--- src/rtl/ntt_ctrl.sv ---
// Kyber NTT sequencing controller: walks 7 butterfly layers over 256 coefficients
// and emits a BF_LAT-delayed write-back stream. Define NTT_CTRL_INTT_EN for inverse mode + scaling.
module ntt_ctrl #(
  parameter int BF_LAT = 3,
  parameter int ADDR_W = 8
) (
  input  logic              i_clk,
  input  logic              i_rst_n,
  input  logic              i_start,
`ifdef NTT_CTRL_INTT_EN
  input  logic              i_mode,
`endif
  output logic              o_busy,
  output logic              o_done,
  output logic              o_bf_valid,
  output logic [1:0]        o_bf_op,
  output logic [ADDR_W-1:0] o_bf_addr_a,
  output logic [ADDR_W-1:0] o_bf_addr_b,
  output logic [6:0]        o_bf_zeta_idx,
  output logic              o_wb_en,
  output logic [ADDR_W-1:0] o_wb_addr_a,
  output logic [ADDR_W-1:0] o_wb_addr_b,
  output logic [1:0]        o_wb_op
);

  typedef enum logic [2:0] {
    S_IDLE,
    S_RUN,
    S_DRAIN,
`ifdef NTT_CTRL_INTT_EN
    S_SCALE,
    S_SDRAIN,
`endif
    S_DONE
  } state_t;

  localparam logic [3:0] LAT_LAST = 4'(BF_LAT - 1);

  state_t      r_state, w_state_nxt;
  logic [2:0]  r_layer, w_layer_nxt;
  logic [7:0]  r_idx, w_idx_nxt;
  logic [3:0]  r_cnt, w_cnt_nxt;
`ifdef NTT_CTRL_INTT_EN
  logic        r_mode, w_mode_nxt;
`endif

  logic [6:0]  w_j;
  logic [7:0]  w_f_len, w_f_a, w_f_b;
  logic [6:0]  w_f_g, w_f_z;

  assign w_j = r_idx[6:0];

  // Cooley-Tukey: half-span shrinks 128 -> 2 as the layer advances
  assign w_f_len = 8'd128 >> r_layer;
  assign w_f_g   = w_j >> (3'd7 - r_layer);
  assign w_f_a   = ({1'b0, w_f_g} << (4'd8 - {1'b0, r_layer})) | ({1'b0, w_j} & (w_f_len - 8'd1));
  assign w_f_b   = w_f_a + w_f_len;
  assign w_f_z   = (7'd1 << r_layer) + w_f_g;

`ifdef NTT_CTRL_INTT_EN
  logic [7:0]  w_i_len, w_i_a, w_i_b;
  logic [6:0]  w_i_g, w_i_z;

  // Gentleman-Sande: half-span grows 2 -> 128, zetas walked backwards
  assign w_i_len = 8'd2 << r_layer;
  assign w_i_g   = w_j >> (r_layer + 3'd1);
  assign w_i_a   = ({1'b0, w_i_g} << ({1'b0, r_layer} + 4'd2)) | ({1'b0, w_j} & (w_i_len - 8'd1));
  assign w_i_b   = w_i_a + w_i_len;
  assign w_i_z   = 7'((8'd128 >> r_layer) - 8'd1 - {1'b0, w_i_g});
`endif

  always_ff @(posedge i_clk) begin
    if (!i_rst_n) begin
      r_state <= S_IDLE;
      r_layer <= '0;
      r_idx   <= '0;
      r_cnt   <= '0;
`ifdef NTT_CTRL_INTT_EN
      r_mode  <= 1'b0;
`endif
    end else begin
      r_state <= w_state_nxt;
      r_layer <= w_layer_nxt;
      r_idx   <= w_idx_nxt;
      r_cnt   <= w_cnt_nxt;
`ifdef NTT_CTRL_INTT_EN
      r_mode  <= w_mode_nxt;
`endif
    end
  end

  always_comb begin
    w_state_nxt = r_state;
    w_layer_nxt = r_layer;
    w_idx_nxt   = r_idx;
    w_cnt_nxt   = r_cnt;
`ifdef NTT_CTRL_INTT_EN
    w_mode_nxt  = r_mode;
`endif
    case (r_state)
      S_IDLE: begin
        w_layer_nxt = '0;
        w_idx_nxt   = '0;
        w_cnt_nxt   = '0;
`ifdef NTT_CTRL_INTT_EN
        w_mode_nxt  = i_mode;
`endif
        if (i_start) w_state_nxt = S_RUN;
      end
      S_RUN: begin
        if (r_idx == 8'd127) begin
          w_state_nxt = S_DRAIN;
          w_cnt_nxt   = '0;
        end else begin
          w_idx_nxt = r_idx + 8'd1;
        end
      end
      // Hold off the next layer until the last write-back of this one has landed
      S_DRAIN: begin
        if (r_cnt == LAT_LAST) begin
          w_idx_nxt = '0;
          if (r_layer != 3'd6) begin
            w_layer_nxt = r_layer + 3'd1;
            w_state_nxt = S_RUN;
          end else begin
`ifdef NTT_CTRL_INTT_EN
            w_state_nxt = r_mode ? S_SCALE : S_DONE;
`else
            w_state_nxt = S_DONE;
`endif
          end
        end else begin
          w_cnt_nxt = r_cnt + 4'd1;
        end
      end
`ifdef NTT_CTRL_INTT_EN
      S_SCALE: begin
        if (r_idx == 8'hFF) begin
          w_state_nxt = S_SDRAIN;
          w_cnt_nxt   = '0;
        end else begin
          w_idx_nxt = r_idx + 8'd1;
        end
      end
      S_SDRAIN: begin
        if (r_cnt == LAT_LAST) w_state_nxt = S_DONE;
        else                   w_cnt_nxt   = r_cnt + 4'd1;
      end
`endif
      S_DONE:  w_state_nxt = S_IDLE;
      default: w_state_nxt = S_IDLE;
    endcase
  end

  always_comb begin
    o_busy        = (r_state != S_IDLE);
    o_done        = (r_state == S_DONE);
    o_bf_valid    = 1'b0;
    o_bf_op       = 2'd0;
    o_bf_addr_a   = '0;
    o_bf_addr_b   = '0;
    o_bf_zeta_idx = '0;
    if (r_state == S_RUN) begin
      o_bf_valid    = 1'b1;
      o_bf_addr_a   = w_f_a;
      o_bf_addr_b   = w_f_b;
      o_bf_zeta_idx = w_f_z;
`ifdef NTT_CTRL_INTT_EN
      if (r_mode) begin
        o_bf_op       = 2'd1;
        o_bf_addr_a   = w_i_a;
        o_bf_addr_b   = w_i_b;
        o_bf_zeta_idx = w_i_z;
      end
`endif
    end
`ifdef NTT_CTRL_INTT_EN
    if (r_state == S_SCALE) begin
      o_bf_valid  = 1'b1;
      o_bf_op     = 2'd2;
      o_bf_addr_a = r_idx;
    end
`endif
  end

  logic              r_wb_vld_p [BF_LAT];
  logic [ADDR_W-1:0] r_wb_a_p   [BF_LAT];
  logic [ADDR_W-1:0] r_wb_b_p   [BF_LAT];
  logic [1:0]        r_wb_op_p  [BF_LAT];

  // Write-back delay line: free-running, mirrors the butterfly unit latency
  always_ff @(posedge i_clk) begin
    if (!i_rst_n) begin
      for (int i = 0; i < BF_LAT; i++) begin
        r_wb_vld_p[i] <= 1'b0;
        r_wb_a_p[i]   <= '0;
        r_wb_b_p[i]   <= '0;
        r_wb_op_p[i]  <= '0;
      end
    end else begin
      r_wb_vld_p[0] <= o_bf_valid;
      r_wb_a_p[0]   <= o_bf_addr_a;
      r_wb_b_p[0]   <= o_bf_addr_b;
      r_wb_op_p[0]  <= o_bf_op;
      for (int i = 1; i < BF_LAT; i++) begin
        r_wb_vld_p[i] <= r_wb_vld_p[i-1];
        r_wb_a_p[i]   <= r_wb_a_p[i-1];
        r_wb_b_p[i]   <= r_wb_b_p[i-1];
        r_wb_op_p[i]  <= r_wb_op_p[i-1];
      end
    end
  end

  assign o_wb_en     = r_wb_vld_p[BF_LAT-1];
  assign o_wb_addr_a = r_wb_a_p[BF_LAT-1];
  assign o_wb_addr_b = r_wb_b_p[BF_LAT-1];
  assign o_wb_op     = r_wb_op_p[BF_LAT-1];

endmodule
--- config.mk ---
export PLATFORM = sky130hd
export DESIGN_NAME = ntt_ctrl
export DESIGN_NICKNAME = d
export VERILOG_FILES = /design/src/rtl/ntt_ctrl.sv
export SDC_FILE = /design/constraint.sdc
export NUM_CORES = 1
export LEC_CHECK = 0
export CAP_MARGIN = 5
export CORE_AREA = 2 2 92 76
export CTS_BUF_LIST = sky130_fd_sc_hd__clkbuf_16
export DETAILED_ROUTE_END_ITERATION = 7
export DIE_AREA = 0 0 94 78
export GPL_TIMING_DRIVEN = 0
export PLACE_DENSITY = 0.92
export SETUP_SLACK_MARGIN = 0.02
export SLEW_MARGIN = 20
export SYNTH_ARGS = -nofsm -noshare
export SYNTH_HDL_FRONTEND = slang
export SYNTH_SLANG_ARGS = --single-unit
--- constraint.sdc ---
create_clock -name i_clk -period 7.1 [get_ports i_clk]
set_input_delay 1.065 -clock i_clk [delete_from_list [all_inputs] [get_ports i_clk]]
set_output_delay 1.065 -clock i_clk [all_outputs]
set_load 0.02 [all_outputs]
==> metrics.yaml <==
worst_setup_path:
  path_max_fanout: 10
  critical_path_arrival_ns: 5.12
  critPathLaunchType: "flop"
  cp-startpoint: "r_layer[1]"
  timing.critical_path.slowest_cell_delay_ns: 0.66
  endpoint_kind: "output pin"
  worstSetupPathType: "reg -> out"
  critical_path.reg2reg.startpoint: "r_layer[1]"
  timing.critical_path.required_ns: 6.03
  cpMaxStageDelayCell: "clkdlybuf4s50_1"
  cp_cell_sequence: "buf_6 -> inv_1 -> ha_1 -> ha_1 -> a21o_1 -> nor2_1 -> a2bb2oi_1 -> inv_1 -> ha_1 -> inv_1 -> fa_1 -> nor2b_1 -> o21ai_0 -> a21boi_0 -> o21ai_0 -> a21boi_0 -> nor3_1 -> clkdlybuf4s50_1"
floorplan:
  floorplan.io_pins: 50
  die_w_um: 94
  die-height_um: 78
  start_util_pct: 59.6
  design.die.area_um2: 7330
  row_count: 26
  coreArea_um2: 6340
sta:
  slew_headroom_pct: 55.6
  tns_ns: 0
  layout_worst_path_cycle_share_pct: 87.1
  fin_ws_ns: 0.918
  rsz_0062_raised_after_global_routing: "no"
  post-route-min-period_ns: 6.18
  finalMaxSlewViolations: 0
  tightestPinTransition_ns: 0.650
  finalHoldViolCount: 0
  timing.final.setup_violations: 0
  fmax_ghz: 0.162
  clock-skew-final_ns: 0.00844
cts:
  tritoncts: "yes"
  cts_htree_levels: 3
  clock_latency_late_sink_ns: 0.33
  max-clock-path-buffers: 2
  ctsResizeCount: 0
  clk_root_buffer_cell: "clkbuf_16"
  tritoncts.num_buffers: 9
  postCtsSetupBuffers: 0
  clock_sink_count: 68
  cts_hold_buf: 0
  clk_pin_slew_ns: 0.06
yosys:
  async_reset_ff_share_pct: 0
  synth_seq_area_share_pct: 36.0
  yosys_register_bits: 68
  synth.distinct_cells: 59
  synth.cell_area_um2: 3780
  yosys.cell_count.top_type: "dfxtp_1"
  post_synth_inst_count: 442
  postSynthAreaPerCell_um2: 8.55
  synthesis.yosys.warnings: 0
  yosys_most_used_dff: "dfxtp_1"
  most_frequent_cells_after_synthesis: "dfxtp_1 (68), and2_1 (46), nor2_1 (44)"
  yosys-top-cells-area: "dfxtp_1 (36%), ha_1 (7.9%), and2_1 (7.6%), nor2_1 (4.4%), buf_4 (4.2%)"
  synth_largest_area_cell: "dfxtp_1"
  count_of_flip_flops_with_a_built_in_enable_after_synthesis: 0
  synth_top_area_share_pct: 36.0
place:
  place.gp.congestion: 0.973
  io_buffers: 45
  detailedPlace.worstSlack_ns: 1.49
  dp_hpwl_mm: 7.22
cells_and_area:
  syn2layout_area_growth_pct: 23.6
  nFillCells: 435
  layout-drive-gt1-share_pct: 12.1
  diodes: 0
  fin_nets: 530
global_routing:
  overall_routing_resource_usage_pct: 28.8
  overflow: 0
  number_of_antenna_violations_at_the_first_check_in_global_routing: 0
  grt_first_pass_wirelength_mm: 16.3
  via_count_of_the_first_global_routing_pass: 3363
  grt_max_degree: 14
detailed_routing:
  avgViaCountPerCell: 5.68
  postRouteWirelength_mm: 10.0
  drc_errors: 0
  detailedRoute.firstIterationViolations: 222
  route.detailed.wl_per_inst_um: 17.0
  drtAntennaViolNets: 0
  first_pass_iters: 5
  vias: 3351
worst_hold_path:
  min-delay-start: "r_wb_a_p[0][8]"
  hold_path.class: "reg -> reg"
power_and_ir_drop:
  vdd_ir_drop_max_mv: 0.151
  cellLeakagePower_nw: 2.00
  power_density_nw_per_um2: 207
run:
  maxCapViolCount: 0
status:
  run_status: "complete, no violations"
state kept, by name (all words and copies together), names as in the netlist:
register	cells
r_wb_a_p	24
r_wb_b_p	24
r_idx	8
r_cnt	4
r_layer	3
r_wb_vld_p	3
r_state	2
metal layers:
layer  vias to the layer above  part of all wire, %  GRT usage, %
li1                       1576                    -             -
met1                      1575                   42          34.3
met4                         0                  2.8          10.6
met3                        43                  6.6          6.41
met5                         -                    0             0
met2                       157                   49          50.5
power breakdown:
group / switching (W) / internal, W / total [W]
clock network: 0.000172 / 0.000309 / 0.000481
logic: 0.0000620 / 0.0000355 / 0.0000975
registers: 0.00000314 / 0.000387 / 0.000390
total: 0.000237 / 0.000731 / 0.000968
kinds of logic after synthesis:
| family | after synthesis | share of synthesized area (%) |
|---|---|---|
| buffers and inverters | 75 | 10.4 |
| XOR/XNOR | 16 | 3.71 |
| AO/OA/AOI/OAI | 82 | 14.6 |
| flip-flops | 68 | 36.0 |
| adder cells (fa/ha/maj) | 26 | 9.01 |
| other | 1 | 0.0992 |
| AND/OR/NAND/NOR | 162 | 22.9 |
| multiplexers | 12 | 3.25 |
worst max-delay path, delay by kind of cell, from the launching register on:
family / cells / cell delay [ns]
adder cells (fa/ha/maj): 4 / 1.01
AND/OR/NAND/NOR: 3 / 0.46
AO/OA/AOI/OAI: 6 / 1.57
buffers and inverters: 5 / 1.18
flip-flops: 1 / 0.55
stage by stage:
stage	total power, W	hold WS, ns	cell area (µm²)	cells	utilization (%)
after floorplan	0.000462	0.406	3790	445	-
after global placement	0.000489	0.414	4350	574	68.5
after detailed placement	0.000493	0.412	4350	574	68.5
after CTS	0.000967	0.434	4670	590	73.6
after global routing	0.000996	0.449	4670	590	73.6
final	0.000968	0.431	4670	590	73.6
layout by cell type (no fill, tap or decap), types with 3 or more instances in the layout:
| cell | count |
|---|---|
| and3_1 | 9 |
| a31oi_1 | 3 |
| nor2_1 | 44 |
| nor3b_1 | 4 |
| nand2b_1 | 3 |
| nor2b_1 | 11 |
| and2_1 | 46 |
| a2bb2oi_1 | 4 |
| buf_2 | 7 |
| a21oi_1 | 22 |
| xor2_1 | 12 |
| xnor2_1 | 4 |
| nand3_1 | 4 |
| a21o_1 | 3 |
| clkdlybuf4s50_1 | 45 |
| a22oi_1 | 4 |
| mux2i_1 | 10 |
| a211oi_1 | 4 |
| buf_6 | 3 |
| dfxtp_1 | 68 |
| nor3_1 | 9 |
| o21a_1 | 4 |
| clkbuf_16 | 9 |
| nand2_1 | 20 |
| conb_1 | 4 |
| buf_4 | 21 |
| o21ai_0 | 16 |
| inv_1 | 29 |
| ha_1 | 24 |
| clkbuf_1 | 14 |
path summary, 6_finish.rpt:
path | end | slack [ns] | depth (start not counted)
hold reg to reg | r_wb_a_p[0][16] | 0.43 | 1
hold / removal | r_wb_a_p[0][16] | 0.43 | 1
setup reg to reg | r_wb_b_p[0][6] | 2.87 | 17
setup / recovery | o_bf_addr_b[6] | 0.92 | 18
layout make-up:
class                      instances  area (µm²)  share of cell area, %
multi-input combinational        302        2040                   43.6
tap                               84         105                   2.25
clock inverter                     7        98.8                   2.12
inverter                          30         113                   2.41
timing repair buffer              45         450                   9.65
buffer                            45         279                   5.98
sequential                        68        1360                   29.2
clock buffer                       9         225                   4.82
Note: power is estimated with default switching activity, not from simulation.
